$ cat config.mk
export PLATFORM = sky130hd
export DESIGN_NAME = gpio_in_6502
export DESIGN_NICKNAME = d
export VERILOG_FILES = /design/src/rtl/gpio_in_6502_pkg.sv /design/src/rtl/gpio_in_filter.sv /design/src/rtl/gpio_in_6502.sv
export SDC_FILE = /design/constraint.sdc
export NUM_CORES = 1
export LEC_CHECK = 0
export ABC_AREA = 1
export BUFFER_PORTS_ARGS = -buffer_cell sky130_fd_sc_hd__buf_4
export CORE_MARGIN = 2
export CORE_UTILIZATION = 40
export CTS_CLUSTER_SIZE = 28
export DETAILED_ROUTE_END_ITERATION = 10
export GPL_TIMING_DRIVEN = 0
export PLACE_DENSITY = 0.66
export SYNTH_ARGS = -nofsm -noshare
export SYNTH_HDL_FRONTEND = slang
export SYNTH_HIERARCHICAL = 1
export SYNTH_SLANG_ARGS = --single-unit
export TNS_END_PERCENT = 50
$ cat constraint.sdc
create_clock -name clk -period 4.1 [get_ports clk]
set_input_delay 0 -clock clk [delete_from_list [all_inputs] [get_ports clk]]
set_output_delay 0 -clock clk [all_outputs]
set_load 0.1 [all_outputs]
$ cat src/rtl/gpio_in_6502_pkg.sv
// Shared definitions for the GPIO input block: register addresses used by the
// SoC decoder and firmware headers, plus sizing helpers.
package gpio_in_6502_pkg;

    localparam logic [1:0] GPIO_IN_PIN  = 2'd0;
    localparam logic [1:0] GPIO_IN_EDGE = 2'd1;
    localparam logic [1:0] GPIO_IN_MASK = 2'd2;
    localparam logic [1:0] GPIO_IN_POL  = 2'd3;

    localparam int GPIO_IN_BUS_W = 8;
    localparam int FILT_CNT_W    = 4;

    // Prescaler counter width; a 1-cycle prescaler still needs one bit.
    function automatic int prescale_width(input int prescale);
        return (prescale > 1) ? $clog2(prescale) : 1;
    endfunction

endpackage

$ cat src/rtl/gpio_in_filter.sv
// Single GPIO input bit: two-flop synchroniser followed by a tick-paced glitch
// filter (or a plain register when FILTER_LEN is 0).
module gpio_in_filter
    import gpio_in_6502_pkg::*;
#(
    parameter int FILTER_LEN = 3
) (
    input  logic clk,
    input  logic reset,
    input  logic tick,
    input  logic pin,
    output logic filt
);

    logic sync_q1;
    logic sync_q2;

    // NOTE: sequential state uses non-blocking assignments so every flop
    // samples pre-edge values; blocking here would collapse the synchroniser.
    always_ff @(posedge clk) begin
        if (reset) begin
            sync_q1 <= 1'b0;
            sync_q2 <= 1'b0;
        end else begin
            sync_q1 <= pin;
            sync_q2 <= sync_q1;
        end
    end

    if (FILTER_LEN == 0) begin : g_bypass
        logic unused_tick;
        assign unused_tick = tick;

        always_ff @(posedge clk) begin
            if (reset) filt <= 1'b0;
            else       filt <= sync_q2;
        end
    end else begin : g_filter
        localparam logic [FILT_CNT_W-1:0] LEN = FILT_CNT_W'(FILTER_LEN);
        logic [FILT_CNT_W-1:0] cnt;

        // Any return of sync to filt restarts the count, so only an input that
        // stays different for FILTER_LEN consecutive ticks is accepted.
        always_ff @(posedge clk) begin
            if (reset) begin
                cnt  <= '0;
                filt <= 1'b0;
            end else if (sync_q2 == filt) begin
                cnt <= '0;
            end else if (tick) begin
                if (cnt == LEN - 1'b1) begin
                    filt <= sync_q2;
                    cnt  <= '0;
                end else begin
                    cnt <= cnt + 1'b1;
                end
            end
        end
    end

endmodule

$ cat src/rtl/gpio_in_6502.sv
// GPIO input responder for the 6502 SoC bus: filtered pin readback, sticky
// polarity-selectable edge flags and a maskable level interrupt.
module gpio_in_6502
    import gpio_in_6502_pkg::*;
#(
    parameter int WIDTH      = 8,
    parameter int PRESCALE   = 16,
    parameter int FILTER_LEN = 3
) (
    input  logic             clk,
    input  logic             reset,
    input  logic             cs,
    input  logic             we,
    input  logic [1:0]       addr,
    input  logic [7:0]       din,
    output logic [7:0]       dout,
    input  logic [WIDTH-1:0] gpio_i,
    output logic             irq
);

    localparam int PS_W = prescale_width(PRESCALE);
    localparam logic [PS_W-1:0] PS_MAX = PS_W'(PRESCALE - 1);

    logic [PS_W-1:0]  ps_cnt;
    logic             tick;
    logic [WIDTH-1:0] filt;
    logic [WIDTH-1:0] filt_d;
    logic [WIDTH-1:0] ev;
    logic [WIDTH-1:0] edge_flags;
    logic [WIDTH-1:0] mask_q;
    logic [WIDTH-1:0] pol_q;
    logic [WIDTH-1:0] w1c;
    logic             wr;
    logic             rd;

    assign tick = (ps_cnt == PS_MAX);

    always_ff @(posedge clk) begin
        if (reset)     ps_cnt <= '0;
        else if (tick) ps_cnt <= '0;
        else           ps_cnt <= ps_cnt + 1'b1;
    end

    for (genvar i = 0; i < WIDTH; i++) begin : g_bit
        gpio_in_filter #(
            .FILTER_LEN(FILTER_LEN)
        ) u_filter (
            .clk  (clk),
            .reset(reset),
            .tick (tick),
            .pin  (gpio_i[i]),
            .filt (filt[i])
        );
    end

    assign wr = cs & we;
    assign rd = cs & ~we;
    assign ev = (pol_q & filt_d & ~filt) | (~pol_q & ~filt_d & filt);

    // NOTE: every always_comb output gets a default first so no path can
    // leave it unassigned and infer a latch.
    always_comb begin
        w1c = '0;
        if (wr && addr == GPIO_IN_EDGE) w1c = din;
    end

    always_ff @(posedge clk) begin
        if (reset) begin
            filt_d     <= '0;
            edge_flags <= '0;
            mask_q     <= '0;
            pol_q      <= '0;
            irq        <= 1'b0;
            dout       <= '0;
        end else begin
            filt_d <= filt;
            // A new event in the same cycle as its W1C keeps the flag set.
            edge_flags <= (edge_flags & ~w1c) | ev;
            irq        <= |(edge_flags & mask_q);

            if (wr && addr == GPIO_IN_MASK) mask_q <= din;
            if (wr && addr == GPIO_IN_POL)  pol_q  <= din;

            if (rd) begin
                case (addr)
                    GPIO_IN_PIN:  dout <= filt;
                    GPIO_IN_EDGE: dout <= edge_flags;
                    GPIO_IN_MASK: dout <= mask_q;
                    default:      dout <= pol_q;
                endcase
            end
        end
    end

endmodule

==> summary.txt <==
Outcome
  • Status: completed

STA
  • Worst-Margin Slew: 0.605 ns
  • Worst relative slew slack: 59.5%
  • Final number of hold-violating endpoints: 0
  • Setup Total Neg Slack: 0 ns
  • RSZ-0062 raised after global routing: no
  • Clk_skew: 0.0122 ns
  • Clock period minus final worst setup slack: 1.85 ns
  • Final slew viol count: 0
  • Final cycle utilization of the critical path: 45.2%
  • Fmax: 540 MHz
  • Final setup viols: 0

Power and ir drop
  • Power density cells: 336 nW/µm²
  • Leakage: 2.21 nW
  • Pwr Total: 1.77 mW
  • VDD IR max: 139 µV

Routing
  • Detailed Route Iter0 Violations: 188
  • Vias post-DR: 4117
  • Number of routed nets with antenna violations: 0
  • Post-DR vias/cell: 4.78
  • DRC violation count after routing: 0
  • Drt total wl: 9.76 mm
  • Wire per inst: 11.3 µm
  • Drt pass-1 iters: 4

Worst setup path
  • CP Max Fanout: 25
  • Crit. End Element: flip-flop
  • CP max stage cell: nor2_4
  • Critical path required time: 4.39 ns
  • Startpoint class of the critical path: flip-flop
  • Critical path arrival: 2.14 ns
  • CP peak stage delay: 0.42 ns
  • Setup Crit Path Kind: flip-flop to flip-flop
  • R2R cell count: 8
  • Worst path cell trace: ha_1, nand2_1, nor2_4, buf_16, nand2_2, inv_1, nor2_1, nor3_1

Clock tree
  • Post-CTS Hold Buffers: 21
  • Skew-Pair Late Insertion Delay: 0.38 ns
  • Clock root buffer: clkbuf_8
  • Inserted Clock Buffers: 9
  • Clock sinks: 101
  • Post-CTS resize count: 0
  • CTS tree: built
  • Post CTS Setup Buffer Count: 0
  • Clock transition at path regs: 0.10 ns
  • Maximum buffer depth of the clock tree: 2
  • H-tree Lvls: 3

Floorplanning
  • Total core area: 10800 µm²
  • Site Rows: 38
  • Die Y: 109 µm
  • Starting density of the core: 40.9%
  • # IOs: 31
  • Die ar.: 11900 µm²
  • Die Width: 109 µm

Worst hold path
  • Hold Crit Depth: 5
  • HP Class: primary input to flip-flop

Logic synthesis
  • Post-Syn Nets: 677
  • Yosys warning count: 6
  • Most used DFF post-synth: dfxtp_1
  • FFs w/ async S/R, synth: 0%
  • Synth unique cells: 21
  • Largest area contributor in the netlist: dfxtp_1
  • Post-Syn Area: 4440 µm²
  • Count leader, synth: nor2_1
  • Post-synth EDFFs: 0
  • Area contributors post-synth: dfxtp_1 46%, nor2_1 11%, nand2_1 10%
  • Synth top area share: 45.6%
  • Syn Inst Count: 654
  • Syn avg cell area: 6.78 µm²
  • FF+latch count, synth: 101
  • Seq/Total Area, Yosys: 45.6%
  • Most instantiated cells after synthesis: 128 x nor2_1, 120 x nand2_1, 105 x inv_1, 101 x dfxtp_1, 45 x nand3_1

Global route
  • Overall Global Routing Usage: 17.5%
  • Vias in the first global route: 3734
  • Largest net degree at the start of global routing: 26
  • GRT overflow: 0
  • Initial antenna violation count: 0
  • First-pass GRT wire length: 16.2 mm

Layout
  • Fin nets: 739
  • Final Util: 48.6%
  • Antenna diodes: 0
  • Synthesis-to-layout area growth: 18.7%
  • Layout fillers: 1076
  • Layout cells sized above 1: 11.7%

Place
  • Placed wire-length estimate: 6.97 mm
  • IO buf count: 29
  • GPL Wtd Cong: 0.865

Job
  • Max-cap violations: 0
[placed cells by master, fill, tap and decap left out, types with 4 or more instances in the layout]
cell type and instances:
nor3_1 8, dlygate4sd3_1 21, clkbuf_8 9, a21oi_1 39
buf_4 30, nor2_1 127, nand2_2 8, clkbuf_1 4
nor3_2 8, nand4_1 19, nand3_1 45, nor2_2 8
dfxtp_1 101, o21ai_0 43, inv_1 105, inv_2 9
nand2_1 120
[through the flow]
stage / setup slack, ns / cells / hold slack [ns] / area [µm²]
finish: 2.25 / 861 / 0.0977 / 5270
global route: 2.03 / 861 / 0.111 / 5270
CTS: 2.24 / 861 / 0.0783 / 5270
detailed placement: 2.24 / 824 / 0.209 / 4860
global placement: 0.619 / 823 / 0.199 / 4830
floorplan: 1.50 / 654 / 0.0712 / 4440
[sequential cells by signal, indices dropped and copies added (netlist names)]
name	flops
g_bit.u_filter/g_filter.cnt	32
dout	8
edge_flags	8
filt_d	8
g_bit.u_filter/filt	8
g_bit.u_filter/sync_q1	8
g_bit.u_filter/sync_q2	8
mask_q	8
pol_q	8
ps_cnt	4
irq	1
[cell families (layout without fill, tap and decap cells)]
group | count (synthesis) | count (layout) | synth area share (%)
adders and majority gates | 1 | 1 | 0.282
AOI/OAI and AO/OA | 84 | 84 | 9.48
DFF | 101 | 101 | 45.6
buffers and inverters | 122 | 189 | 10.5
and+or+nand+nor | 346 | 346 | 34.2
[layer usage]
layer	vias to the layer above	global-route usage, %	wire (µm)
met4	0	7.59	155
met5	-	0	0
li1	2177	-	-
met3	10	3.26	573
met1	1838	22.5	4430
met2	92	28.7	4600
[worst max-delay path: cells and delay by family (launching register included)]
family	cells	cell delay, ns
flops	1	0.39
buf+inv	2	0.31
fa+ha+maj	1	0.19
simple gates	5	0.88
[report_power, final]
part           leakage (nW)  internal (mW)  switching, mW
clock network        0.0923          0.281          0.343
logic                  1.30         0.0513         0.0869
registers             0.819          0.998        0.00960
total                  2.21           1.33          0.439
[worst paths after layout]
check / from / end / slack (ns)
setup / recovery: ps_cnt[0]$_SDFF_PP0_ / g_bit[6].u_filter/g_filter.cnt[1]$_SDFFE_PP0P_ / 2.25
hold / removal: addr[1] / edge_flags[4]$_SDFF_PP0_ / 0.1
setup reg to reg: ps_cnt[0]$_SDFF_PP0_ / g_bit[6].u_filter/g_filter.cnt[1]$_SDFFE_PP0P_ / 2.25
hold reg to reg: g_bit[2].u_filter/sync_q1$_SDFF_PP0_ / g_bit[2].u_filter/sync_q2$_SDFF_PP0_ / 0.40
[cell type report]
cell class,count,area [µm²],share of cell area [%]
Sequential cell,101,2020,38.4
Buffer,8,36.3,0.689
Clock buffer,10,128,2.42
Tap cell,140,175,3.33
Timing Repair Buffer,51,455,8.65
Clock inverter,6,63.8,1.21
Multi-Input combinational cell,431,1960,37.2
Inverter,114,428,8.13
No activity file was read; power rests on OpenSTA's default activity.
